`src/rtl/fetch_stage_if.sv`:
```
// Request/response bundle between the fetch stage and the fetch buffer.
// master: the fetch stage side (drives requests, receives responses).
// slave: the fetch buffer side.
interface fetch_stage_if;
    // request to fetch buffer
    logic        mem_valid;
    logic        mem_instr;
    logic        mem_spec;
    logic        mem_fence;
    logic [1:0]  mem_mode;
    logic [31:0] mem_addr;
    logic [31:0] mem_wdata;
    logic [3:0]  mem_wstrb;
    // response from fetch buffer
    logic [31:0] mem_rdata;
    logic        mem_error;
    logic        mem_ready;

    modport master (
        output mem_valid, mem_instr, mem_spec, mem_fence, mem_mode,
               mem_addr, mem_wdata, mem_wstrb,
        input  mem_rdata, mem_error, mem_ready
    );

    modport slave (
        input  mem_valid, mem_instr, mem_spec, mem_fence, mem_mode,
               mem_addr, mem_wdata, mem_wstrb,
        output mem_rdata, mem_error, mem_ready
    );
endinterface

```
`src/rtl/fetch_stage.sv`:
```
// Instruction fetch stage: owns the PC, issues one fetch-buffer read at a
// time, and presents one registered instruction per handshake to decode.
//
// state | meaning
// SPEC  | speculative restart of the fetch buffer, no request issued
// RUN   | fetching: issue when slot will be free, capture responses
// HALT  | access fault captured; wait for a redirect
module fetch_stage #(
    parameter logic [31:0] reset_pc = 32'h0
) (
    input  logic               clock,
    input  logic               reset,
    fetch_stage_if.master      fb,
    input  logic               redir_valid,
    input  logic [31:0]        redir_addr,
    input  logic [1:0]         redir_mode,
    input  logic               stall,
    output logic               inst_valid,
    output logic [31:0]        inst_pc,
    output logic [31:0]        inst_data,
    output logic               inst_comp,
    output logic               inst_error
);

    typedef enum logic [1:0] {
        SPEC = 2'd0,
        RUN  = 2'd1,
        HALT = 2'd2
    } state_t;

    localparam logic [1:0] M_MODE = 2'b11;

    state_t      state;
    logic [31:0] pc;
    logic [1:0]  mode;
    logic        pend;

    logic        issue;
    logic        accept;
    logic        handshake;
    logic        comp;

    // Request only when nothing is outstanding and the slot is free or
    // draining this cycle, so a response can never land on a stalled slot.
    always_comb begin
        issue     = (state == RUN) && !pend && (!inst_valid || !stall);
        accept    = (state == RUN) && fb.mem_ready && (pend || issue);
        handshake = inst_valid && !stall;
        comp      = (fb.mem_rdata[1:0] != 2'b11);
    end

    // Fetch-buffer request; a redirect overrides everything except reset.
    always_comb begin
        fb.mem_valid = 1'b0;
        fb.mem_spec  = 1'b0;
        fb.mem_addr  = pc;
        fb.mem_mode  = mode;
        fb.mem_instr = 1'b1;
        fb.mem_fence = 1'b0;
        fb.mem_wdata = 32'h0;
        fb.mem_wstrb = 4'h0;
        if (reset) begin
            fb.mem_valid = 1'b0;
            fb.mem_spec  = 1'b0;
        end else if (redir_valid) begin
            fb.mem_spec = 1'b1;
            fb.mem_addr = redir_addr & ~32'h3;
            fb.mem_mode = redir_mode;
        end else begin
            case (state)
                SPEC:    fb.mem_spec  = 1'b1;
                RUN:     fb.mem_valid = issue;
                default: fb.mem_valid = 1'b0;
            endcase
        end
    end

    // FSM, PC and instruction slot; redirect squashes any same-cycle response.
    always_ff @(posedge clock) begin
        if (reset) begin
            state      <= SPEC;
            pc         <= reset_pc;
            mode       <= M_MODE;
            pend       <= 1'b0;
            inst_valid <= 1'b0;
            inst_pc    <= 32'h0;
            inst_data  <= 32'h0;
            inst_comp  <= 1'b0;
            inst_error <= 1'b0;
        end else if (redir_valid) begin
            state      <= RUN;
            pc         <= redir_addr & ~32'h1;
            mode       <= redir_mode;
            pend       <= 1'b0;
            inst_valid <= 1'b0;
        end else begin
            case (state)
                SPEC: state <= RUN;
                RUN: begin
                    if (accept) begin
                        inst_valid <= 1'b1;
                        inst_pc    <= pc;
                        inst_data  <= comp ? {16'h0, fb.mem_rdata[15:0]} : fb.mem_rdata;
                        inst_comp  <= comp;
                        inst_error <= fb.mem_error;
                        pend       <= 1'b0;
                        if (fb.mem_error)
                            state <= HALT;
                        else
                            pc <= pc + (comp ? 32'd2 : 32'd4);
                    end else begin
                        if (issue)
                            pend <= 1'b1;
                        if (handshake)
                            inst_valid <= 1'b0;
                    end
                end
                HALT: begin
                    if (handshake)
                        inst_valid <= 1'b0;
                end
                default: state <= SPEC;
            endcase
        end
    end

endmodule

```
`src/flat_wrapper.sv`:
```
// flat-port wrapper written by rule: the top's interface ports become plain ports
module fetch_stage_flat 
#(
    parameter logic [31:0] reset_pc = 32'h0
)
  (clock, reset, redir_valid, redir_addr, redir_mode, stall, inst_valid, inst_pc, inst_data, inst_comp, inst_error, fb_mem_valid, fb_mem_instr, fb_mem_spec, fb_mem_fence, fb_mem_mode, fb_mem_addr, fb_mem_wdata, fb_mem_wstrb, fb_mem_rdata, fb_mem_error, fb_mem_ready);
  fetch_stage_if fb_i ();
  input  logic clock;
  input  logic reset;
  input  logic redir_valid;
  input  logic [31:0] redir_addr;
  input  logic [1:0] redir_mode;
  input  logic stall;
  output logic inst_valid;
  output logic [31:0] inst_pc;
  output logic [31:0] inst_data;
  output logic inst_comp;
  output logic inst_error;
  output wire logic [$bits(fb_i.mem_valid)-1:0] fb_mem_valid;
  output wire logic [$bits(fb_i.mem_instr)-1:0] fb_mem_instr;
  output wire logic [$bits(fb_i.mem_spec)-1:0] fb_mem_spec;
  output wire logic [$bits(fb_i.mem_fence)-1:0] fb_mem_fence;
  output wire logic [$bits(fb_i.mem_mode)-1:0] fb_mem_mode;
  output wire logic [$bits(fb_i.mem_addr)-1:0] fb_mem_addr;
  output wire logic [$bits(fb_i.mem_wdata)-1:0] fb_mem_wdata;
  output wire logic [$bits(fb_i.mem_wstrb)-1:0] fb_mem_wstrb;
  input wire logic [$bits(fb_i.mem_rdata)-1:0] fb_mem_rdata;
  input wire logic [$bits(fb_i.mem_error)-1:0] fb_mem_error;
  input wire logic [$bits(fb_i.mem_ready)-1:0] fb_mem_ready;
  assign fb_mem_valid = fb_i.mem_valid;
  assign fb_mem_instr = fb_i.mem_instr;
  assign fb_mem_spec = fb_i.mem_spec;
  assign fb_mem_fence = fb_i.mem_fence;
  assign fb_mem_mode = fb_i.mem_mode;
  assign fb_mem_addr = fb_i.mem_addr;
  assign fb_mem_wdata = fb_i.mem_wdata;
  assign fb_mem_wstrb = fb_i.mem_wstrb;
  assign fb_i.mem_rdata = fb_mem_rdata;
  assign fb_i.mem_error = fb_mem_error;
  assign fb_i.mem_ready = fb_mem_ready;
  fetch_stage #(.reset_pc(reset_pc)) u_core (.clock(clock), .reset(reset), .fb(fb_i), .redir_valid(redir_valid), .redir_addr(redir_addr), .redir_mode(redir_mode), .stall(stall), .inst_valid(inst_valid), .inst_pc(inst_pc), .inst_data(inst_data), .inst_comp(inst_comp), .inst_error(inst_error));
endmodule
```
`config.mk`:
```
export PLATFORM = sky130hd
export DESIGN_NAME = fetch_stage_flat
export DESIGN_NICKNAME = d
export VERILOG_FILES = /design/src/rtl/fetch_stage_if.sv /design/src/rtl/fetch_stage.sv /design/src/flat_wrapper.sv
export SDC_FILE = /design/constraint.sdc
export NUM_CORES = 1
export LEC_CHECK = 0
export BUFFER_PORTS_ARGS = -buffer_cell sky130_fd_sc_hd__buf_2
export CORE_AREA = 3 3 99 125
export CTS_BUF_LIST = sky130_fd_sc_hd__clkbuf_8
export CTS_CLUSTER_DIAMETER = 100
export DETAILED_ROUTE_END_ITERATION = 7
export DIE_AREA = 0 0 102 128
export GPL_ROUTABILITY_DRIVEN = 0
export GPL_TIMING_DRIVEN = 0
export PLACE_DENSITY_LB_ADDON = 0.08
export SKIP_LAST_GASP = 1
export SLEW_MARGIN = 20
export SYNTH_ARGS = -nofsm -noshare
export SYNTH_HDL_FRONTEND = slang
export SYNTH_SLANG_ARGS = --single-unit
```
`constraint.sdc`:
```
create_clock -name clock -period 2.3 [get_ports clock]
set_input_delay 0 -clock clock [delete_from_list [all_inputs] [get_ports clock]]
set_output_delay 0 -clock clock [all_outputs]
set_load 0.01 [all_outputs]
```
==> results of run 1 <==
-- synth_stat cells (7+ instances only) --
library cell	number
nand4_1	13
nand2_1	212
dfxtp_1	102
a21oi_1	77
nand3_1	34
xor2_1	17
clkbuf_1	35
nor2_1	21
buf_4	40
inv_1	15
nor3_1	7
o21ai_0	23
a21o_1	7
-- metal layers --
metal	routed length, um	vias to the layer above	global-route usage [%]
met1	6840	2612	29.52
met4	312	0	8.958
li1	-	2774	-
met2	8599	202	44.78
met3	1071	33	4.137
met5	0	-	0
-- stage by stage --
stage                     hold slack, ps  utilization, %  TNS (ps)
final                              27.45           63.33         0
after floorplan                    110.8               -         0
after detailed placement           222.6           55.58     -8704
after global routing               34.78           63.33         0
after CTS                          11.94           63.13         0
after global placement             219.7           55.58     -4321
-- sequential cells by signal, summed over array words and instances (netlist names) --
signal,cells
u_core.inst_comp,1
u_core.inst_data,32
u_core.inst_error,1
u_core.inst_pc,31
u_core.inst_valid,1
u_core.mode,2
u_core.pc,31
u_core.pend,1
u_core.state,2
-- worst min-delay path, delay by kind of cell --
kind / cells / cell delay (ps)
buffers and inverters: 2 / 170
AO/OA/AOI/OAI: 3 / 180
-- final cells by class --
| type | count | share of cell area, % |
|---|---|---|
| plain buffers | 84 | 6.797 |
| clock buffers | 9 | 1.748 |
| clock inverters | 7 | 0.6886 |
| inverters | 15 | 0.7945 |
| multi-input cells | 522 | 37.20 |
| flip-flops and latches | 102 | 28.81 |
| well taps | 135 | 2.383 |
| repair buffers | 238 | 21.57 |
-- what timing repair did --
action	in CTS	in global routing
endpoints found under the setup margin	64	49
hold buffers	66	0
cloned	0	0
endpoints found under the hold margin	67	0
pin swaps	1	1
resized for setup	3	2
buffers inserted	1	2
-- kinds of logic (layout without fill, tap and decap cells) --
group / Yosys count / count (layout) / synth area share [%]
multiplexers: 2 / 2 / 0.3955
XOR/XNOR: 22 / 22 / 3.806
adder cells (fa/ha/maj): 6 / 6 / 1.483
buffers and inverters: 100 / 353 / 10.65
other: 2 / 40 / 0.1483
AO/OA/AOI/OAI: 129 / 129 / 14.36
AND/OR/NAND/NOR: 323 / 323 / 28.82
flip-flops: 102 / 102 / 40.34
-- power by group through the flow --
stage               clock network, mW  logic, mW  registers (mW)
floorplan                           0      0.365            1.93
CTS                              1.08      0.694            1.90
global route                     1.14      0.775            1.91
finish                           1.06      0.704            1.90
detailed placement                  0      0.605            1.94
global placement                    0      0.597            1.93
-- path summary, 6_finish.rpt --
| path | start | endpoint | slack [ps] | cells after the start |
|---|---|---|---|---|
| setup / recovery | u_core.state[1] | u_core.pc[24] | 150 | 7 |
| hold / removal | redir_addr[18] | u_core.pc[18] | 30 | 5 |
| setup reg to reg | u_core.state[1] | u_core.pc[24] | 150 | 7 |
| hold reg to reg | u_core.inst_data[2] | u_core.inst_data[2] | 460 | 2 |
==> results.json, run 1 <==
{
  "avgRoutedWirePerCell_um": 15.13,
  "clk_latency_ps": 380,
  "grt_max_degree": 18,
  "grt_pass1_vias": 5341,
  "cp_max_fo": 9,
  "ant_nets": 0,
  "max_cap_viol_count": 0,
  "path_cells": "inv_1 -> ha_1 -> nand2_2 -> nor3_4 -> nand2_2 -> or4_1 -> a311oi_1",
  "cts-root-buf": "clkbuf_8",
  "cpPeakStageDelay_ps": 520,
  "layout_common_cells": "211 x nand2_1, 174 x buf_2, 102 x dfxtp_1",
  "place_ws_ps": -215.0,
  "finalPower_mw": 3.663,
  "pwr_density_cell_nw_per_um2": 516.8,
  "critical_path_class": "reg -> reg",
  "finalWirelength_um": 16820,
  "netlist_area_um2": 5062,
  "cts.sinks": 102,
  "start_util_pct": 45.24,
  "pwr-share-clk_pct": 28.9,
  "drive_above_1_share_pct": 25.18,
  "slowest_stage": "or4_1",
  "slew_viol_final": 0,
  "antenna_cells": 0,
  "synth_area_leaders": "dfxtp_1 40%, nand2_1 16%, a21oi_1 7.6%, buf_4 5.9%, nand3_1 3.4%",
  "die_w_um": 102,
  "outcome": "complete, no violations",
  "grt_use_total_pct": 24.97,
  "area_growth_syn_to_layout_pct": 39.99,
  "worst_slew_pin_slew_ps": 683.9,
  "start_kind": "flip-flop",
  "pin_count": 213,
  "place_inst": 1028,
  "final_common_cell": "nand2_1",
  "cp_top_family": "simple AND/OR/NAND/NOR gates",
  "max-slew-margin-rel_pct": 54.24,
  "syn_inst": 686,
  "antenna_found_initial": 0,
  "yosys_warnings": 0,
  "grt-ovfl-total": 0,
  "register_area_um2": 2042,
  "io_buffers": 169,
  "grt_pass1_wl_um": 25830,
  "ir_drop_uv": 328.9,
  "synth-main-ff-cell": "dfxtp_1",
  "die_h_um": 128,
  "clock_path_buffers": 2,
  "place_hpwl_um": 12190,
  "setup_slack_ps": 154.5,
  "async_flop_share_pct": 0,
  "switching_share_pct": 30.44,
  "die-area_um2": 13060,
  "vias_per_cell": 5.055,
  "rsz0062_at_grt": "false",
  "dr.pass1.iters": 5,
  "finalCritPeriodShare_pct": 93.28,
  "ys_types": 50,
  "core_um2": 11190,
  "hold_violations": 0,
  "rows": 43,
  "cp.arrival_ps": 2440,
  "max_freq_mhz": 466.1,
  "ys_seq_area_share_pct": 40.34,
  "path_buf_inv": 1,
  "syn_area_per_cell_um2": 7.380,
  "vias": 5621,
  "setup_viol": 0,
  "worstPathRequired_ps": 2600,
  "multi_input_area_um2": 2636,
  "clk_pin_slew_worst_paths_ps": 100,
  "cp-end-kind": "flip-flop",
  "cpMostUsedCell": "nand2_2",
  "fin_crit_ps": 2146,
  "dr.first_iter.drc_count": 244,
  "fin_area_um2": 7087,
  "synth_edf_count": 0,
  "cts_buffers": 9,
  "ys_ff_latch": 102,
  "synthDominantCellAreaShare_pct": 40.34,
  "cts_htree_levels": 3,
  "drc_errors": 0,
  "pwr-share-seq_pct": 51.8,
  "yosysTopAreaCell": "dfxtp_1",
  "stdcell_count": 1112,
  "switching_power_mw": 1.115,
  "fin_nets": 1050,
  "pwr-share-comb_pct": 19.2,
  "min_path_type": "in -> reg",
  "cts_tree": "yes",
  "place_area_um2": 6220,
  "leakagePower_nw": 3.242,
  "skew_ps": 9.203,
  "nFillCells": 1035,
  "power.internal_mw": 2.548
}
Power figures use the tool's default switching activity.
==> run 2, diff against run 1 <==
--- a/config.mk
+++ b/config.mk
@@ -6,11 +6,13 @@
 export NUM_CORES = 1
 export LEC_CHECK = 0
 export BUFFER_PORTS_ARGS = -buffer_cell sky130_fd_sc_hd__buf_2
-export CORE_AREA = 3 3 99 125
+export CELL_PAD_IN_SITES_DETAIL_PLACEMENT = 0
+export CELL_PAD_IN_SITES_GLOBAL_PLACEMENT = 1
+export CORE_AREA = 3 3 114 143
 export CTS_BUF_LIST = sky130_fd_sc_hd__clkbuf_8
 export CTS_CLUSTER_DIAMETER = 100
 export DETAILED_ROUTE_END_ITERATION = 7
-export DIE_AREA = 0 0 102 128
+export DIE_AREA = 0 0 117 146
 export GPL_ROUTABILITY_DRIVEN = 0
 export GPL_TIMING_DRIVEN = 0
 export PLACE_DENSITY_LB_ADDON = 0.08
==> constraint.sdc (replaced) <==
create_clock -name clock -period 2.3 [get_ports clock]
set_input_delay 0.345 -clock clock [delete_from_list [all_inputs] [get_ports clock]]
set_output_delay 0.345 -clock clock [all_outputs]
set_load 0.01 [all_outputs]
==> results.json, run 2 (synthesis gave the netlist of run 1 again) <==
{
  "cp_max_fo": 10,
  "clock_path_buffers": 2,
  "slowest_stage": "dfxtp_1",
  "regMostFlops": "u_core.inst_data",
  "fin_crit_ps": 2147,
  "io_buffers": 169,
  "largestRegisters": "u_core.inst_data (32), u_core.inst_pc (31), u_core.pc (31)",
  "top_layer": "met5",
  "drc_errors": 0,
  "setup_slack_ps": 152.9,
  "worstPathRequired_ps": 2610,
  "fin_nets": 985,
  "place_hpwl_um": 13090,
  "start_kind": "flip-flop",
  "path_cells": "inv_1 -> ha_1 -> nand2_2 -> nor3_4 -> buf_4 -> clkbuf_2 -> nand4_1 -> xor2_1 -> o21ai_0",
  "die_w_um": 117,
  "outcome": "complete, no violations",
  "max_cap_viol_count": 0,
  "finalCritPeriodShare_pct": 93.35,
  "wl_met2_um": 8336,
  "cp-end-kind": "flip-flop",
  "pwr-share-clk_pct": 29.8,
  "area_growth_syn_to_layout_pct": 29.36,
  "power.internal_mw": 2.501,
  "leakagePower_nw": 3.030,
  "skew_ps": 12.61,
  "cts-root-buf": "clkbuf_8",
  "setup_viol": 0,
  "grt-ovfl-total": 0,
  "antenna_cells": 0,
  "pin_count": 213,
  "largest_reg_flops": 32,
  "clk_latency_ps": 370,
  "start_util_pct": 33.72,
  "max-slew-margin-rel_pct": 58.80,
  "route.met3.wl_um": 1044,
  "grt_pass1_wl_um": 26030,
  "grt_use_total_pct": 19.36,
  "vias": 5280,
  "switching_power_mw": 1.090,
  "layout_common_cells": "211 x nand2_1, 174 x buf_2, 102 x dfxtp_1",
  "ant_nets": 0,
  "pwr-share-comb_pct": 17.4,
  "min_path_type": "in -> reg",
  "place_inst": 1075,
  "clk_pin_slew_worst_paths_ps": 100,
  "stdcell_count": 1094,
  "worst_slew_pin_slew_ps": 618.0,
  "hold_buffers": 0,
  "final_util_pct": 43.62,
  "dr.first_iter.drc_count": 271,
  "cp.arrival_ps": 2450,
  "place_ws_ps": -516.1,
  "avgRoutedWirePerCell_um": 15.59,
  "vias_per_cell": 4.826,
  "dr.pass1.iters": 6,
  "die-area_um2": 17080,
  "pwr_density_cell_nw_per_um2": 548.5,
  "nFillCells": 1629,
  "slew_viol_final": 0,
  "hold_violations": 0,
  "rsz0062_at_grt": "false",
  "grt_max_degree": 17,
  "rows": 50,
  "max_freq_mhz": 465.7,
  "cpPeakStageDelay_ps": 340,
  "fin_setup_tns_ps": 0,
  "die_h_um": 146,
  "drive_above_1_share_pct": 28.62,
  "cts_htree_levels": 3,
  "cts_buffers": 9,
  "switching_share_pct": 30.36,
  "antenna_found_initial": 1,
  "cts_tree": "yes",
  "grt_pass1_vias": 5124,
  "finalWirelength_um": 17060,
  "core_um2": 15010,
  "m1WireLength_um": 7185,
  "critical_path_class": "reg -> reg",
  "cts.sinks": 102,
  "pwr-share-seq_pct": 52.8,
  "ir_drop_uv": 248.1,
  "final_common_cell": "nand2_1"
}
-- run 2: changes by cell type in the layout (fill, tap and decap cells not counted), sizes merged --
| cell | previous run | this run |
|---|---|---|
| clkinvlp | 1 | 3 |
| buf | 222 | 224 |
| dlygate4sd3 | 66 | 0 |
| inv | 17 | 18 |
| clkinv | 4 | 0 |
-- run 2: metal layers --
metal | track usage [%] | vias up
met3 | 3.411 | 31
met2 | 33.49 | 198
met1 | 23.44 | 2403
met4 | 7.401 | 2
met5 | 0 | -
li1 | - | 2646
-- run 2: worst paths after layout --
path	from	end	slack [ps]	cells after the start
worst max register to register	u_core.state[1]	u_core.pc[26]	150	9
worst min register to register	u_core.inst_data[24]	u_core.inst_data[24]	450	2
worst min-delay path	redir_addr[26]	u_core.pc[26]	180	3
worst max-delay path	u_core.state[1]	u_core.pc[26]	150	9
-- run 2: what timing repair did --
item	in CTS	in global routing
gates resized for setup	9	17
endpoints found under the setup margin	89	107
buffers inserted	3	3
pin swaps	1	1
-- run 2: worst max-delay path: cells and delay by family, from the launching register on --
| family | cells | cell delay (ps) |
|---|---|---|
| AND/OR/NAND/NOR | 3 | 670 |
| adder cells (fa/ha/maj) | 1 | 250 |
| buffers and inverters | 3 | 510 |
| flip-flops | 1 | 340 |
| XOR/XNOR | 1 | 200 |
| AO/OA/AOI/OAI | 1 | 130 |
-- run 2: stage by stage --
step	hold slack [ps]	area, um^2	total power, mW
global placement	434.0	6279	2.544
detailed placement	442.6	6279	2.553
finish	184.3	6549	3.592
global route	164.9	6549	3.782
CTS	170.2	6495	3.624
floorplan	452.5	5205	2.297
-- run 2: layout make-up --
| cell class | instances | area (um^2) | area share (%) |
|---|---|---|---|
| Buffer | 82 | 488.0 | 7.451 |
| Clock buffer | 10 | 137.6 | 2.102 |
| Clock inverter | 6 | 38.79 | 0.5923 |
| Inverter | 15 | 56.30 | 0.8598 |
| Multi-Input combinational cell | 522 | 2655 | 40.54 |
| Sequential cell | 102 | 2042 | 31.18 |
| Tap cell | 182 | 227.7 | 3.477 |
| Timing Repair Buffer | 175 | 903.4 | 13.79 |
-- run 2: power groups by stage --
stage	Clock (mW)	Combinational (mW)	Sequential, mW
final	1.07	0.624	1.90
after global routing	1.18	0.691	1.91
after CTS	1.11	0.619	1.90
after detailed placement	0	0.615	1.94
after global placement	0	0.608	1.94
after floorplan	0	0.365	1.93
